File: src/rtl/if_stage_pkg.sv
// -----------------------------------------------------------------------------
// if_stage_pkg
// Shared definitions for the instruction-fetch slice: bus widths, the zero word,
// the NOP encoding used for bubbles, the reset-active level, the fetch FSM
// state encodings and a helper that word-aligns a fetch address.
// -----------------------------------------------------------------------------
package if_stage_pkg;

  localparam int INST_ADDR_W = 32;   // InstAddrBus width
  localparam int INST_W      = 32;   // InstBus width

  localparam logic [INST_ADDR_W-1:0] ZERO_WORD  = '0;
  localparam logic [INST_W-1:0]      NOP_INST   = '0;
  localparam logic                   RST_ENABLE = 1'b1;
  localparam logic [INST_ADDR_W-1:0] PC_STEP    = 32'd4;
  localparam logic [INST_ADDR_W-1:0] ALIGN_MASK = 32'hFFFF_FFFC;

  typedef enum logic [1:0] {
    S_REQ  = 2'd0,   // presenting a request to instruction memory
    S_WAIT = 2'd1,   // request granted, waiting for rvalid
    S_HOLD = 2'd2    // response parked in the skid buffer while decode stalls
  } state_t;

  // Fetch addresses are always word aligned; the low two bits are dropped.
  function automatic logic [INST_ADDR_W-1:0] align_pc(input logic [INST_ADDR_W-1:0] pc);
    return pc & ALIGN_MASK;
  endfunction

endpackage

File: src/rtl/if_stage_if_id_reg.sv
// -----------------------------------------------------------------------------
// if_id_reg
// IF/ID pipeline register feeding decode.
// Priority: rst > flush > stall > load > bubble.
//   flush  : clears pc, instruction and valid.
//   stall  : holds all contents.
//   load   : captures {load_pc, load_inst} as a valid instruction.
//   bubble : (no stall, no load) keeps pc, forces NOP and valid=0.
// Ports: clk, rst, stall, flush, load, load_pc[31:0], load_inst[31:0] in;
//        id_pc[31:0], id_inst[31:0], id_valid out.
// -----------------------------------------------------------------------------
module if_id_reg
  import if_stage_pkg::*;
(
  input  logic                   clk,
  input  logic                   rst,
  input  logic                   stall,
  input  logic                   flush,
  input  logic                   load,
  input  logic [INST_ADDR_W-1:0] load_pc,
  input  logic [INST_W-1:0]      load_inst,
  output logic [INST_ADDR_W-1:0] id_pc,
  output logic [INST_W-1:0]      id_inst,
  output logic                   id_valid
);

  always_ff @(posedge clk) begin
    if (rst == RST_ENABLE || flush) begin
      id_pc    <= ZERO_WORD;
      id_inst  <= NOP_INST;
      id_valid <= 1'b0;
    end else if (!stall) begin
      if (load) begin
        id_pc    <= load_pc;
        id_inst  <= load_inst;
        id_valid <= 1'b1;
      end else begin
        // Bubble: pc is left as-is so decode still sees a sensible address.
        id_inst  <= NOP_INST;
        id_valid <= 1'b0;
      end
    end
  end

endmodule

File: src/rtl/if_stage.sv
// -----------------------------------------------------------------------------
// if_stage
// Instruction-fetch stage. Owns the PC, keeps at most one request outstanding
// to a variable-latency instruction memory, and drives the IF/ID register.
// Ports:
//   clk, rst (sync, active-high)
//   stall_i, flush_i, redirect_i, redirect_pc_i[31:0]   from pipeline control
//   imem_req_o, imem_addr_o[31:0]                        request to memory
//   imem_gnt_i, imem_rvalid_i, imem_rdata_i[31:0]        memory handshake
//   id_pc_o[31:0], id_inst_o[31:0], id_valid_o           IF/ID to decode
// -----------------------------------------------------------------------------
module if_stage
  import if_stage_pkg::*;
#(
  parameter logic [31:0] RESET_PC = 32'h0000_0000
) (
  input  logic                   clk,
  input  logic                   rst,
  input  logic                   stall_i,
  input  logic                   flush_i,
  input  logic                   redirect_i,
  input  logic [INST_ADDR_W-1:0] redirect_pc_i,
  output logic                   imem_req_o,
  output logic [INST_ADDR_W-1:0] imem_addr_o,
  input  logic                   imem_gnt_i,
  input  logic                   imem_rvalid_i,
  input  logic [INST_W-1:0]      imem_rdata_i,
  output logic [INST_ADDR_W-1:0] id_pc_o,
  output logic [INST_W-1:0]      id_inst_o,
  output logic                   id_valid_o
);

  state_t                 state_q, state_next;
  logic [INST_ADDR_W-1:0] pc_q, pc_next;
  logic                   kill_q, kill_next;
  logic [INST_ADDR_W-1:0] skid_pc_q, skid_pc_next;
  logic [INST_W-1:0]      skid_inst_q, skid_inst_next;

  logic                   load;
  logic [INST_ADDR_W-1:0] load_pc;
  logic [INST_W-1:0]      load_inst;
  logic [INST_ADDR_W-1:0] redirect_target;

  assign redirect_target = align_pc(redirect_pc_i);
  assign imem_addr_o     = pc_q;

  always_ff @(posedge clk) begin
    if (rst == RST_ENABLE) begin
      state_q     <= S_REQ;
      pc_q        <= RESET_PC;
      kill_q      <= 1'b0;
      skid_pc_q   <= ZERO_WORD;
      skid_inst_q <= NOP_INST;
    end else begin
      state_q     <= state_next;
      pc_q        <= pc_next;
      kill_q      <= kill_next;
      skid_pc_q   <= skid_pc_next;
      skid_inst_q <= skid_inst_next;
    end
  end

  always_comb begin
    state_next     = state_q;
    pc_next        = pc_q;
    kill_next      = kill_q;
    skid_pc_next   = skid_pc_q;
    skid_inst_next = skid_inst_q;
    load           = 1'b0;
    load_pc        = pc_q;
    load_inst      = imem_rdata_i;
    imem_req_o     = 1'b0;

    case (state_q)
      S_REQ: begin
        imem_req_o = 1'b1;
        if (redirect_i) begin
          pc_next = redirect_target;
          // A grant on the old address still produces a response that
          // must be swallowed before refetching from the new target.
          if (imem_gnt_i) begin
            kill_next  = 1'b1;
            state_next = S_WAIT;
          end
        end else if (imem_gnt_i) begin
          state_next = S_WAIT;
        end
      end

      S_WAIT: begin
        if (imem_rvalid_i) begin
          state_next = S_REQ;
          if (kill_q) begin
            kill_next = 1'b0;
            if (redirect_i) pc_next = redirect_target;
          end else if (redirect_i) begin
            pc_next = redirect_target;
          end else if (!stall_i) begin
            load    = 1'b1;
            pc_next = pc_q + PC_STEP;
          end else begin
            // Decode is stalled: park the word so the fetch is not lost.
            skid_pc_next   = pc_q;
            skid_inst_next = imem_rdata_i;
            state_next     = S_HOLD;
          end
        end else if (redirect_i) begin
          kill_next = 1'b1;
          pc_next   = redirect_target;
        end
      end

      S_HOLD: begin
        if (redirect_i) begin
          pc_next    = redirect_target;
          state_next = S_REQ;
        end else if (!stall_i) begin
          load       = 1'b1;
          load_pc    = skid_pc_q;
          load_inst  = skid_inst_q;
          pc_next    = pc_q + PC_STEP;
          state_next = S_REQ;
        end
      end

      default: state_next = S_REQ;
    endcase

    // No request may be presented during the reset cycle.
    if (rst == RST_ENABLE) imem_req_o = 1'b0;
  end

  if_id_reg u_if_id_reg (
    .clk       (clk),
    .rst       (rst),
    .stall     (stall_i),
    .flush     (flush_i),
    .load      (load),
    .load_pc   (load_pc),
    .load_inst (load_inst),
    .id_pc     (id_pc_o),
    .id_inst   (id_inst_o),
    .id_valid  (id_valid_o)
  );

endmodule

File: config.mk
export PLATFORM = sky130hd
export DESIGN_NAME = if_stage
export DESIGN_NICKNAME = d
export VERILOG_FILES = /design/src/rtl/if_stage_pkg.sv /design/src/rtl/if_stage_if_id_reg.sv /design/src/rtl/if_stage.sv
export SDC_FILE = /design/constraint.sdc
export NUM_CORES = 1
export LEC_CHECK = 0
export ABC_AREA = 1
export BUFFER_PORTS_ARGS = -buffer_cell sky130_fd_sc_hd__buf_2
export CORE_MARGIN = 5
export CORE_UTILIZATION = 45
export DETAILED_ROUTE_END_ITERATION = 8
export PLACE_DENSITY = 0.81
export RECOVER_POWER = 25
export REMOVE_ABC_BUFFERS = 1
export SLEW_MARGIN = 5
export SYNTH_ARGS = -nofsm -noshare
export SYNTH_HDL_FRONTEND = slang
export SYNTH_SLANG_ARGS = --single-unit
File: constraint.sdc
create_clock -name clk -period 1.59 [get_ports clk]
set_input_delay 0.2385 -clock clk [delete_from_list [all_inputs] [get_ports clk]]
set_output_delay 0.2385 -clock clk [all_outputs]
set_load 0.01 [all_outputs]
# After elaboration in Yosys (flattened, before gate mapping)
# Cells that the tools add are included.
[classes]
n_eq_ne = 7
addsub = 1
n_reduce_logical = 8
n_bitwise = 3
mux = 32
[op_table]
columns = ["operator", "n"]
rows = [
  ["32-bit 2-to-1 mux", 10],
  ["32-bit one-hot mux with 3 select lines", 1],
  ["32-bit by 3-bit adder with 32-bit output, second input constant", 1],
  ["2-bit 2-to-1 mux", 7],
  ["1-bit 2-to-1 mux", 11],
  ["2-bit != test, second input constant", 3],
  ["3-bit != test, second input constant", 2],
  ["2-bit one-hot mux with 3 select lines", 1],
  ["5-bit AND reduction", 1],
  ["1-bit one-hot mux with 2 select lines", 2],
  ["4-bit AND reduction", 1],
  ["1-bit inverter", 3],
  ["3-bit AND reduction", 1],
  ["3-bit nonzero test", 1],
  ["2-bit by 1-bit equality test with 1-bit output, second input constant", 1],
  ["2-bit equality test, second input constant", 1],
  ["2-bit logical NOT", 1],
  ["2-bit AND reduction", 1],
  ["2-bit nonzero test", 1],
  ["1-bit logical OR", 1],
]
[word_totals]
wordCells = 59
input_bits = 71
out_inout_bits = 98
regBits = 164

# Logic depth before layout (Yosys ltp)
# Gate-level depths: netlist of the first run.
[logic_depth]
depth_word = 6
ltp_mapped = 12
ltp_nobuf = 12

# By module
# Synthesis of the first run repeated with hierarchy kept, for this count alone.
[unflattened]
hier_cells = 1355
area_unflattened_um2 = 9223.8
[by_module_without_submodules]
columns = ["mod", "instances", "area_per_inst_um2", "seq_area_each_um2", "cells_each"]
rows = [
  ["if_stage", 1, 6448.7, 1981.9, 999],
  ["if_id_reg", 1, 2775.2, 1301.2, 356],
]

# Least setup slack after synthesis of the first run
# Ideal clock, no wire load.
[synth_timing]
kind = "register -> register"
from = "reg state_q[0]"
to = "reg pc_q[3], in the netlist imem_addr_o[3]"
stages_incl_launch_ff = 10
synth_period_minus_slack_ps = 1743
required_ps = 1468
arrival_time_ps = 1620
slack_ps = -153
path_buffers = 2
setup_ps = 122
cell_sequence = "dfxtp_1 inv_1 ha_1 buf_2 nand3_1 nand2_1 inv_1 buf_2 a21oi_1 a21oi_1"
[synth_via]
elab_chain_len = 2
word_cells_on_any_way = 5
classes_between = "2 x eq/ne; 1 x mux; 2 x reduce/logical"
[synth_rtl]
columns = ["element", "line_no", "source"]
rows = [
  ["from (decl)", "if_stage.sv:33", "state_t state_q, state_next;"],
  ["from (signal assigned)", "if_stage.sv:55", "state_q <= state_next;"],
  ["2-bit equality test, or another cell as far along", "if_stage.sv:74", "case (state_q)"],
  ["32-bit one-hot mux with 3 select lines / 3-bit nonzero test (equally long branches)", "-", ""],
  ["to (signal assigned)", "if_stage.sv:56", "pc_q <= pc_next;"],
  ["to (decl)", "if_stage.sv:34", "logic [INST_ADDR_W-1:0] pc_q, pc_next;"],
]
# Parallel ways exist; a longest one is shown, timed or not.
# A chain may end at the register's enable or synchronous reset.

# Worst setup path in the final report of the first run
[layout_timing]
from = "reg state_q[0]"
to = "reg u_if_id_reg.id_pc[6]"
[layout_via]
elab_chain_len = 3
word_cells_on_any_way = 5
classes_between = "2 x eq/ne; 2 x mux; 1 x reduce/logical"
[layout_rtl]
columns = ["element", "line_no", "source"]
rows = [
  ["2-bit equality test / 2-bit by 1-bit equality test with 1-bit output (equally long branches)", "if_stage.sv:74", ""],
  ["1-bit one-hot mux with 2 select lines", "if_stage.sv:74", ""],
  ["2-bit AND reduction (no line)", "-", ""],
  ["to (signal assigned)", "if_stage_if_id_reg.sv:34", "id_pc <= load_pc;"],
  ["to (decl)", "if_stage_if_id_reg.sv:22", "output logic [INST_ADDR_W-1:0] id_pc,"],
]
# Parallel ways exist; a longest one is shown, timed or not.

==> results.json, run 1 <==
{
  "worstPathCellList": "inv_4 -> ha_4 -> inv_2 -> nor2_8 -> nand2_4 -> inv_8 -> buf_12 -> buf_12 -> nand2_1 -> a21oi_2",
  "crit_path_frequent_cell": "buf_12",
  "ys_types": 29,
  "critPathBufInv": 5,
  "min-delay-path-class": "input pin to flop",
  "design_area_sq_um": 10900,
  "rsz0062_at_grt": "yes",
  "synth-compound-area-share_pct": 22.9,
  "hold_buffers": 0,
  "finalWirelength_um": 26400,
  "synthArstFlopShare_pct": 0,
  "clock_sink_count": 164,
  "fin_tns_setup_ns": -1.81,
  "start_util_pct": 45.4,
  "slowest_delay_ns": 0.39,
  "root_buffer": "clkbuf_16",
  "vias": 9001,
  "yosys.cell_count.top_type": "nand2_1",
  "ys_seq_elements": 164,
  "ys.flop_type": "dfxtp_1",
  "netlist_area_sq_um": 8070,
  "antenna_left": 0,
  "grt_first_pass_wirelength_um": 39900,
  "synthCells": 1232,
  "drtPass1Iterations": 5,
  "synthMuxAreaShare_pct": 0,
  "cts_max_level": 4,
  "core_sq_um": 17800,
  "chipWidth_um": 144,
  "yosys.area_share.simple_pct": 26.5,
  "synth_area_per_cell_sq_um": 6.55,
  "max-vdd-ir-drop_mv": 1.06,
  "ys_seq_area_share_pct": 40.7,
  "overflow": 0,
  "power.density_nw_per_um2": 1290,
  "critPathArrivalTime_ns": 2.01,
  "clock_skew_ns": 0.00779,
  "leakagePower_nw": 4.40,
  "avgRoutedWirePerCell_um": 15.7,
  "slew_headroom_pct": 70.9,
  "worstSkewPairLatency_ns": 0.43,
  "synthAdderAreaFrac_pct": 0.776,
  "synth_top_cell_area_share_pct": 40.7,
  "drv_slew": 0,
  "cp_top_family": "buffers and inverters",
  "hold_slack_ns": 0.111,
  "clockBufferDepth": 2,
  "finalSetupViolCount": 58,
  "die_height_um": 144,
  "tightest_slew_ns": 0.436,
  "antenna_found_initial": 0,
  "period_share_pct": 104,
  "synth_top_family_by_area": "simple AND/OR/NAND/NOR gates",
  "nets": 1517,
  "violations": "negative setup slack",
  "synth_common_cells": "296 x nand2_1, 188 x a21oi_1, 165 x o21ai_0",
  "cts_tree": "yes",
  "fmax_mhz": 604,
  "crit_slowest_cell": "dfxtp_4",
  "post-place-ws_ns": -0.196,
  "drtIter0Drc": 752,
  "path_max_fanout": 6,
  "dieArea_sq_um": 20700,
  "synth_xor_area_share_pct": 0,
  "yosys.area.top_type": "dfxtp_1",
  "startpoint_type": "flop",
  "placement.io_buffers": 166,
  "finalHoldViolations": 0,
  "place_hpwl_um": 17600,
  "crit_required_ns": 1.95,
  "area_growth_syn_to_layout_pct": 35.4,
  "crit_type": "flop to flop",
  "via_per_inst": 5.35,
  "grt_max_degree": 75,
  "ys_top_cells_by_area": "dfxtp_1 41%, nand2_1 14%, a21oi_1 12%",
  "status": "complete, but fails checks",
  "maxCapViolCount": 0,
  "fill_cells": 1670,
  "place_area_sq_um": 9670,
  "placementRows": 49,
  "drive_gt1_share_pct": 25.7,
  "ys_warn_count": 0,
  "cts_buffers": 17,
  "io_pins": 169,
  "drc": 0,
  "setup_ws_ns": -0.0649,
  "place.gp.congestion": 0.928,
  "clkSlewWorstSetupHoldPaths_ns": 0.06,
  "timing.final.crit_period_ns": 1.65,
  "synth_enable_flop_cells": 0,
  "crit_path_end_kind": "flop",
  "grtUsageTotal_pct": 24.0,
  "final_util_pct": 61.4,
  "grt_pass1_vias": 8134
}
[registers in the layout (all words and copies together) (netlist names)]
| signal | flops |
|---|---|
| u_if_id_reg.id_pc | 32 |
| u_if_id_reg.id_valid | 1 |
| u_if_id_reg.id_inst | 32 |
| skid_pc_q | 32 |
| skid_inst_q | 32 |
| kill_q | 1 |
| state_q | 2 |
| imem_addr_o | 32 |
[path summary, 6_finish.rpt]
path                          from                   end  slack, ns  cells past startpoint
hold reg to reg       skid_pc_q[9]          skid_pc_q[9]       0.45                      2
setup / recovery        state_q[0]  u_if_id_reg.id_pc[6]      -0.06                     10
setup reg to reg        state_q[0]  u_if_id_reg.id_pc[6]      -0.06                     10
hold / removal    imem_rdata_i[11]       skid_inst_q[11]       0.11                      3
[kinds of logic (layout without fill, tap and decap cells)]
kind of cell / count (synthesis) / count (layout)
compound gates: 364 / 364
fa+ha+maj: 5 / 5
buf+inv: 179 / 400
flops: 164 / 164
other cells: 0 / 1
simple gates: 520 / 520
[cell usage in the layout (no fill, tap or decap), types with 5 or more instances in the layout]
| cell type | count |
|---|---|
| nand4_1 | 16 |
| nor2_1 | 123 |
| dfxtp_1 | 159 |
| nand3_1 | 49 |
| buf_12 | 16 |
| clkbuf_16 | 21 |
| buf_2 | 124 |
| o21ai_0 | 157 |
| nand2_1 | 272 |
| o21ai_1 | 7 |
| nor3_1 | 8 |
| buf_6 | 14 |
| clkbuf_1 | 43 |
| nor2_4 | 10 |
| a21oi_1 | 148 |
| inv_1 | 84 |
| nand2_4 | 5 |
| nor2_2 | 5 |
| inv_2 | 14 |
| a21oi_2 | 40 |
| nand2_2 | 21 |
| buf_4 | 66 |
[routing by layer]
metal  global-route usage (%)  wire length, um
met1                     31.4            11200
met2                     39.0            12200
met3                     4.99             2260
met4                     9.46              635
met5                        0                0
[worst min-delay path: stages]
cell and delay (ns):
buf_2 0.08, o21ai_0 0.07, a21oi_1 0.10
[area by class of cell]
class                      instances  area (sq um)  area share [%]
multi-input combinational        889          4420            40.5
antenna                            1          2.50          0.0229
tap                              229           287            2.62
timing repair buffer             268          1890            17.3
inverter                         101           392            3.59
clock buffer                      20           457            4.18
clock inverter                    11           175            1.60
sequential                       164          3290            30.1
[where the power goes]
| part | switching [mW] | internal (mW) |
|---|---|---|
| Sequential | 0.338 | 4.49 |
| Combinational | 2.78 | 2.04 |
| Clock | 1.75 | 2.72 |
| Total | 4.87 | 9.24 |
[timing repair]
action,in CTS,in global routing
gates cloned,1,5
setup buffers,8,5
hold endpoints to repair,0,0
gates resized for setup,41,105
pin swaps,10,22
setup endpoints to repair,124,118
[metrics by stage]
stage | std cells | power, mW
after global placement | 1634 | 8.78
after detailed placement | 1634 | 8.86
after global routing | 1682 | 14.8
final | 1683 | 14.1
after CTS | 1674 | 13.6
after floorplan | 1154 | 6.93
(Power assumes the default switching activity.)
==> run 2: changes to the inputs <==
--- a/config.mk
+++ b/config.mk
@@ -12,7 +12,6 @@
 export DETAILED_ROUTE_END_ITERATION = 8
 export PLACE_DENSITY = 0.81
 export RECOVER_POWER = 25
-export REMOVE_ABC_BUFFERS = 1
 export SLEW_MARGIN = 5
 export SYNTH_ARGS = -nofsm -noshare
 export SYNTH_HDL_FRONTEND = slang
==> results.json, run 2 (same netlist as run 1, synthesis figures left out) <==
{
  "status": "complete, but fails checks",
  "violations": "negative setup slack",
  "crit_path_end_kind": "flop",
  "combPwrFrac_pct": 34.6,
  "min-delay-path-class": "input pin to flop",
  "cts_max_level": 4,
  "drtIter0Drc": 651,
  "worstSkewPairLatency_ns": 0.43,
  "finalSetupViolCount": 29,
  "start_util_pct": 45.4,
  "synth_fp_nets": 1308,
  "startpoint_type": "flop",
  "antenna_left": 0,
  "crit_path_frequent_cell": "nor2_4",
  "placementRows": 49,
  "worstPathCellList": "buf_6 -> ha_4 -> nand2_4 -> nor2_4 -> nor2_4 -> nor2_8 -> nand2_8 -> clkinv_8 -> clkbuf_16 -> o211a_1",
  "clock_skew_ns": 0.0105,
  "critPathBufInv": 3,
  "p_seq_share_pct": 36.5,
  "hold_slack_ns": 0.104,
  "final_util_pct": 60.3,
  "fin_tns_setup_ns": -0.402,
  "netSwitchingFraction_pct": 35.9,
  "cp_top_family": "simple AND/OR/NAND/NOR gates",
  "hold_buffers": 0,
  "finalWirelength_um": 25900,
  "place_hpwl_um": 17600,
  "leakagePower_nw": 4.34,
  "grtUsageTotal_pct": 23.7,
  "reg2reg_depth": 10,
  "chipWidth_um": 144,
  "period_share_pct": 103,
  "r2r_start": "state_q[0]",
  "rsz0062_at_grt": "yes",
  "reg2reg_to": "u_if_id_reg.id_pc[20]",
  "io_pins": 169,
  "cts_buffers": 17,
  "slew_headroom_pct": 67.3,
  "power.density_nw_per_um2": 1240,
  "clock_sink_count": 164,
  "clkPwrFrac_pct": 28.9,
  "tightest_slew_ns": 0.488,
  "place.gp.congestion": 0.942,
  "min_from": "imem_rdata_i[26]",
  "p_int_mw": 8.53,
  "final_cell_mix": "288 x nand2_1, 179 x a21oi_1, 156 x dfxtp_1",
  "grt_pass1_vias": 8159,
  "clockBufferDepth": 2,
  "crit_slowest_cell": "dfxtp_2",
  "clkSlewWorstSetupHoldPaths_ns": 0.06,
  "root_buffer": "clkbuf_16",
  "timing.final.crit_period_ns": 1.64,
  "cts_tree": "yes",
  "final_common_cell": "nand2_1",
  "maxCapViolCount": 0,
  "vias": 8975,
  "path_max_fanout": 6,
  "placement.io_buffers": 166,
  "antenna_found_initial": 0,
  "crit_type": "flop to flop",
  "slowest_delay_ns": 0.34,
  "dieArea_sq_um": 20700,
  "grt_max_degree": 64,
  "overflow": 0,
  "max-vdd-ir-drop_mv": 0.901,
  "placed_cells": 1633,
  "post-place-ws_ns": -0.135,
  "critical_path_cell_count": 10,
  "avgRoutedWirePerCell_um": 15.4,
  "hold_end": "skid_inst_q[26]",
  "hold_depth": 3,
  "core_sq_um": 17800,
  "r2r_slack_ns": -0.05,
  "drc": 0,
  "fmax_mhz": 610,
  "drive_gt1_share_pct": 23.5,
  "cp-startpoint": "state_q[0]",
  "via_per_inst": 5.34,
  "critPathArrivalTime_ns": 1.95,
  "finalHoldViolations": 0,
  "p_switching_mw": 4.78,
  "crit_required_ns": 1.90,
  "drv_slew": 0,
  "grt_first_pass_wirelength_um": 39500,
  "area_growth_syn_to_layout_pct": 32.8,
  "nets": 1514,
  "die_height_um": 144,
  "drtPass1Iterations": 6,
  "setup_ws_ns": -0.0494,
  "post_layout_nonfiller_instances": 1682
}
==> run 2: cell types whose count changed in the layout (fill, tap and decap cells not counted), sizes merged <==
cell	change
buf	+11
bufinv	-4
clkbuf	-15
clkinv	+3
clkinvlp	+1
diode	+1
inv	+2
==> run 2: tightest hold or removal path: stages <==
cell and delay [ns]:
buf_2 0.09, o21ai_1 0.06, a21oi_1 0.10
==> run 2: area by class of cell <==
class / count / area [sq um]
clock inverters: 12 / 95.1
inverters: 101 / 409
clock buffers: 20 / 457
multi-input cells: 889 / 4330
repair inverters: 1 / 8.76
fillers: 1617 / 7070
flip-flops and latches: 164 / 3300
repair buffers: 264 / 1820
diodes: 2 / 5.00
well taps: 229 / 287
==> run 2: what timing repair did <==
item	4_1_cts	5_1_grt
gates cloned	1	5
hold endpoints to repair	0	0
pin swaps	3	21
gates resized for setup	51	99
endpoints found under the setup margin	122	112
buffers inserted	1	10
==> run 2: stage by stage <==
step	power [mW]	cell area (sq um)
floorplan	7.15	8090
global placement	8.80	9620
detailed placement	8.87	9620
CTS	13.0	10400
global route	14.0	10700
finish	13.3	10700
==> run 2: how the worst max path moves through the flow <==
stage and end:
2_1_floorplan u_if_id_reg.id_pc[0], 3_3_place_gp u_if_id_reg.id_inst[27], 3_5_place_dp u_if_id_reg.id_inst[4], 4_1_cts state_q[1], 5_1_grt u_if_id_reg.id_inst[20], 6_report u_if_id_reg.id_pc[20]
==> run 2: power groups by stage <==
stage	Combinational (mW)	Sequential, mW	Clock (mW)
after floorplan	2.15	5.00	0
after global placement	3.91	4.89	0
after detailed placement	3.97	4.90	0
after CTS	4.22	4.82	3.93
after global routing	5.02	4.90	4.10
final	4.60	4.86	3.85
==> run 2: layer usage <==
metal | track usage [%] | vias to the layer above | wire length [um]
met5 | 0 | - | 0
li1 | - | 4474 | -
met1 | 31.3 | 4095 | 11100
met3 | 4.69 | 41 | 2100
met2 | 39.0 | 365 | 12100
met4 | 8.08 | 0 | 568
==> run 3: changes to the inputs <==
--- a/config.mk
+++ b/config.mk
@@ -9,6 +9,7 @@
 export BUFFER_PORTS_ARGS = -buffer_cell sky130_fd_sc_hd__buf_2
 export CORE_MARGIN = 5
 export CORE_UTILIZATION = 45
+export CTS_BUF_LIST = sky130_fd_sc_hd__clkbuf_4
 export DETAILED_ROUTE_END_ITERATION = 8
 export PLACE_DENSITY = 0.81
 export RECOVER_POWER = 25
==> results.json, run 3 (same netlist as run 1, synthesis figures left out) <==
{
  "drv_slew": 0,
  "finalWirelength_um": 29900,
  "final_common_cell": "nand2_1",
  "max-vdd-ir-drop_mv": 0.758,
  "period_share_pct": 109,
  "die_height_um": 144,
  "place.gp.congestion": 0.942,
  "avgRoutedWirePerCell_um": 17.1,
  "antenna_left": 0,
  "critPathArrivalTime_ns": 2.25,
  "via_per_inst": 5.47,
  "path_max_fanout": 12,
  "use_met3_pct": 4.96,
  "tightest_slew_ns": 0.662,
  "design_area_sq_um": 11500,
  "cp-startpoint": "state_q[1]",
  "antenna_found_initial": 1,
  "nets": 1582,
  "vias": 9575,
  "synth_fp_nets": 1308,
  "drtIter0Drc": 686,
  "busiest_layer": "met2",
  "chipWidth_um": 144,
  "root_buffer": "clkbuf_4",
  "cts_buffers": 17,
  "grt_first_pass_wirelength_um": 41000,
  "fin_tns_setup_ns": -6.57,
  "min_from": "redirect_pc_i[16]",
  "crit_required_ns": 2.12,
  "drive_gt1_share_pct": 29.1,
  "post-place-ws_ns": -0.135,
  "area_growth_syn_to_layout_pct": 42.8,
  "grt_max_degree": 64,
  "setup_ws_ns": -0.139,
  "clock_skew_ns": 0.0233,
  "cts_max_level": 4,
  "use_met2_pct": 41.8,
  "maxCapViolCount": 0,
  "finalHoldViolations": 0,
  "drtPass1Iterations": 6,
  "status": "complete, but fails checks",
  "worstSkewPairLatency_ns": 0.58,
  "grtUsageTotal_pct": 24.7,
  "placed_cells": 1633,
  "fill_cells": 1482,
  "cts_tree": "yes",
  "dieArea_sq_um": 20700,
  "placementRows": 49,
  "crit_type": "flop to flop",
  "place_area_sq_um": 9620,
  "r2r_start": "state_q[1]",
  "crit_path_end_kind": "flop",
  "finalSetupViolCount": 130,
  "power.total_mw": 12.3,
  "final_cell_mix": "275 x nand2_1, 152 x dfxtp_1, 144 x a21oi_1",
  "timing.final.crit_period_ns": 1.73,
  "overflow": 0,
  "final_util_pct": 64.8,
  "violations": "negative setup slack",
  "post_layout_nonfiller_instances": 1750,
  "drc": 0,
  "slew_headroom_pct": 55.7,
  "gr-usage-met1_pct": 31.5,
  "fmax_mhz": 579,
  "leakagePower_nw": 4.66,
  "clock_sink_count": 164,
  "startpoint_type": "flop",
  "io_pins": 169,
  "place_hpwl_um": 17600,
  "placement.io_buffers": 166,
  "min-delay-path-class": "input pin to flop",
  "grt_pass1_vias": 8372,
  "hold_slack_ns": 0.0667,
  "core_sq_um": 17800,
  "clockBufferDepth": 2,
  "rsz0062_at_grt": "yes",
  "clkSlewWorstSetupHoldPaths_ns": 0.15,
  "start_util_pct": 45.4,
  "power.density_nw_per_um2": 1070
}
[run 3: layer usage]
layer,vias to the layer above,share of wire [%]
met4,0,3.6
met2,520,48
met3,87,8.7
met5,-,0
li1,4600,-
met1,4368,40
[run 3: area by class of cell]
cell class,count,area (sq um),share of cell area [%]
timing repair inverter,1,16.3,0.141
clock inverter,14,103,0.891
sequential,164,3300,28.6
clock buffer,18,135,1.17
inverter,101,427,3.70
antenna,2,5.00,0.0434
timing repair buffer,331,2690,23.3
multi-input combinational,890,4560,39.6
tap,229,287,2.49
[run 3: worst paths after layout]
path	slack, ns	cells after the start	endpoint
max	-0.14	10	u_if_id_reg.id_pc[8]
min	0.07	5	imem_addr_o[16]
max reg2reg	-0.14	10	u_if_id_reg.id_pc[8]
min reg2reg	0.46	2	skid_inst_q[26]
[run 3: critical path, cell delays in order (launching register included)]
cell and delay [ns]:
dfxtp_2 0.38, buf_4 0.13, ha_4 0.14, inv_2 0.06, nor2_4 0.26, buf_8 0.18, buf_4 0.12, nand2_1 0.05
o21ai_0 0.10, nand2_1 0.10, a21oi_1 0.14
[run 3: report_power, final]
group	switching, mW	total [mW]	internal, mW
Sequential	0.381	4.88	4.49
Combinational	2.94	5.22	2.28
Clock	1.60	2.25	0.642
Total	4.92	12.3	7.42
[run 3: what timing repair did]
action,in CTS,in global routing
pin swaps,3,16
endpoints found under the setup margin,121,164
gates resized for setup,72,200
gates cloned,3,19
endpoints found under the hold margin,50,0
buffers inserted,6,17
hold buffers,39,0
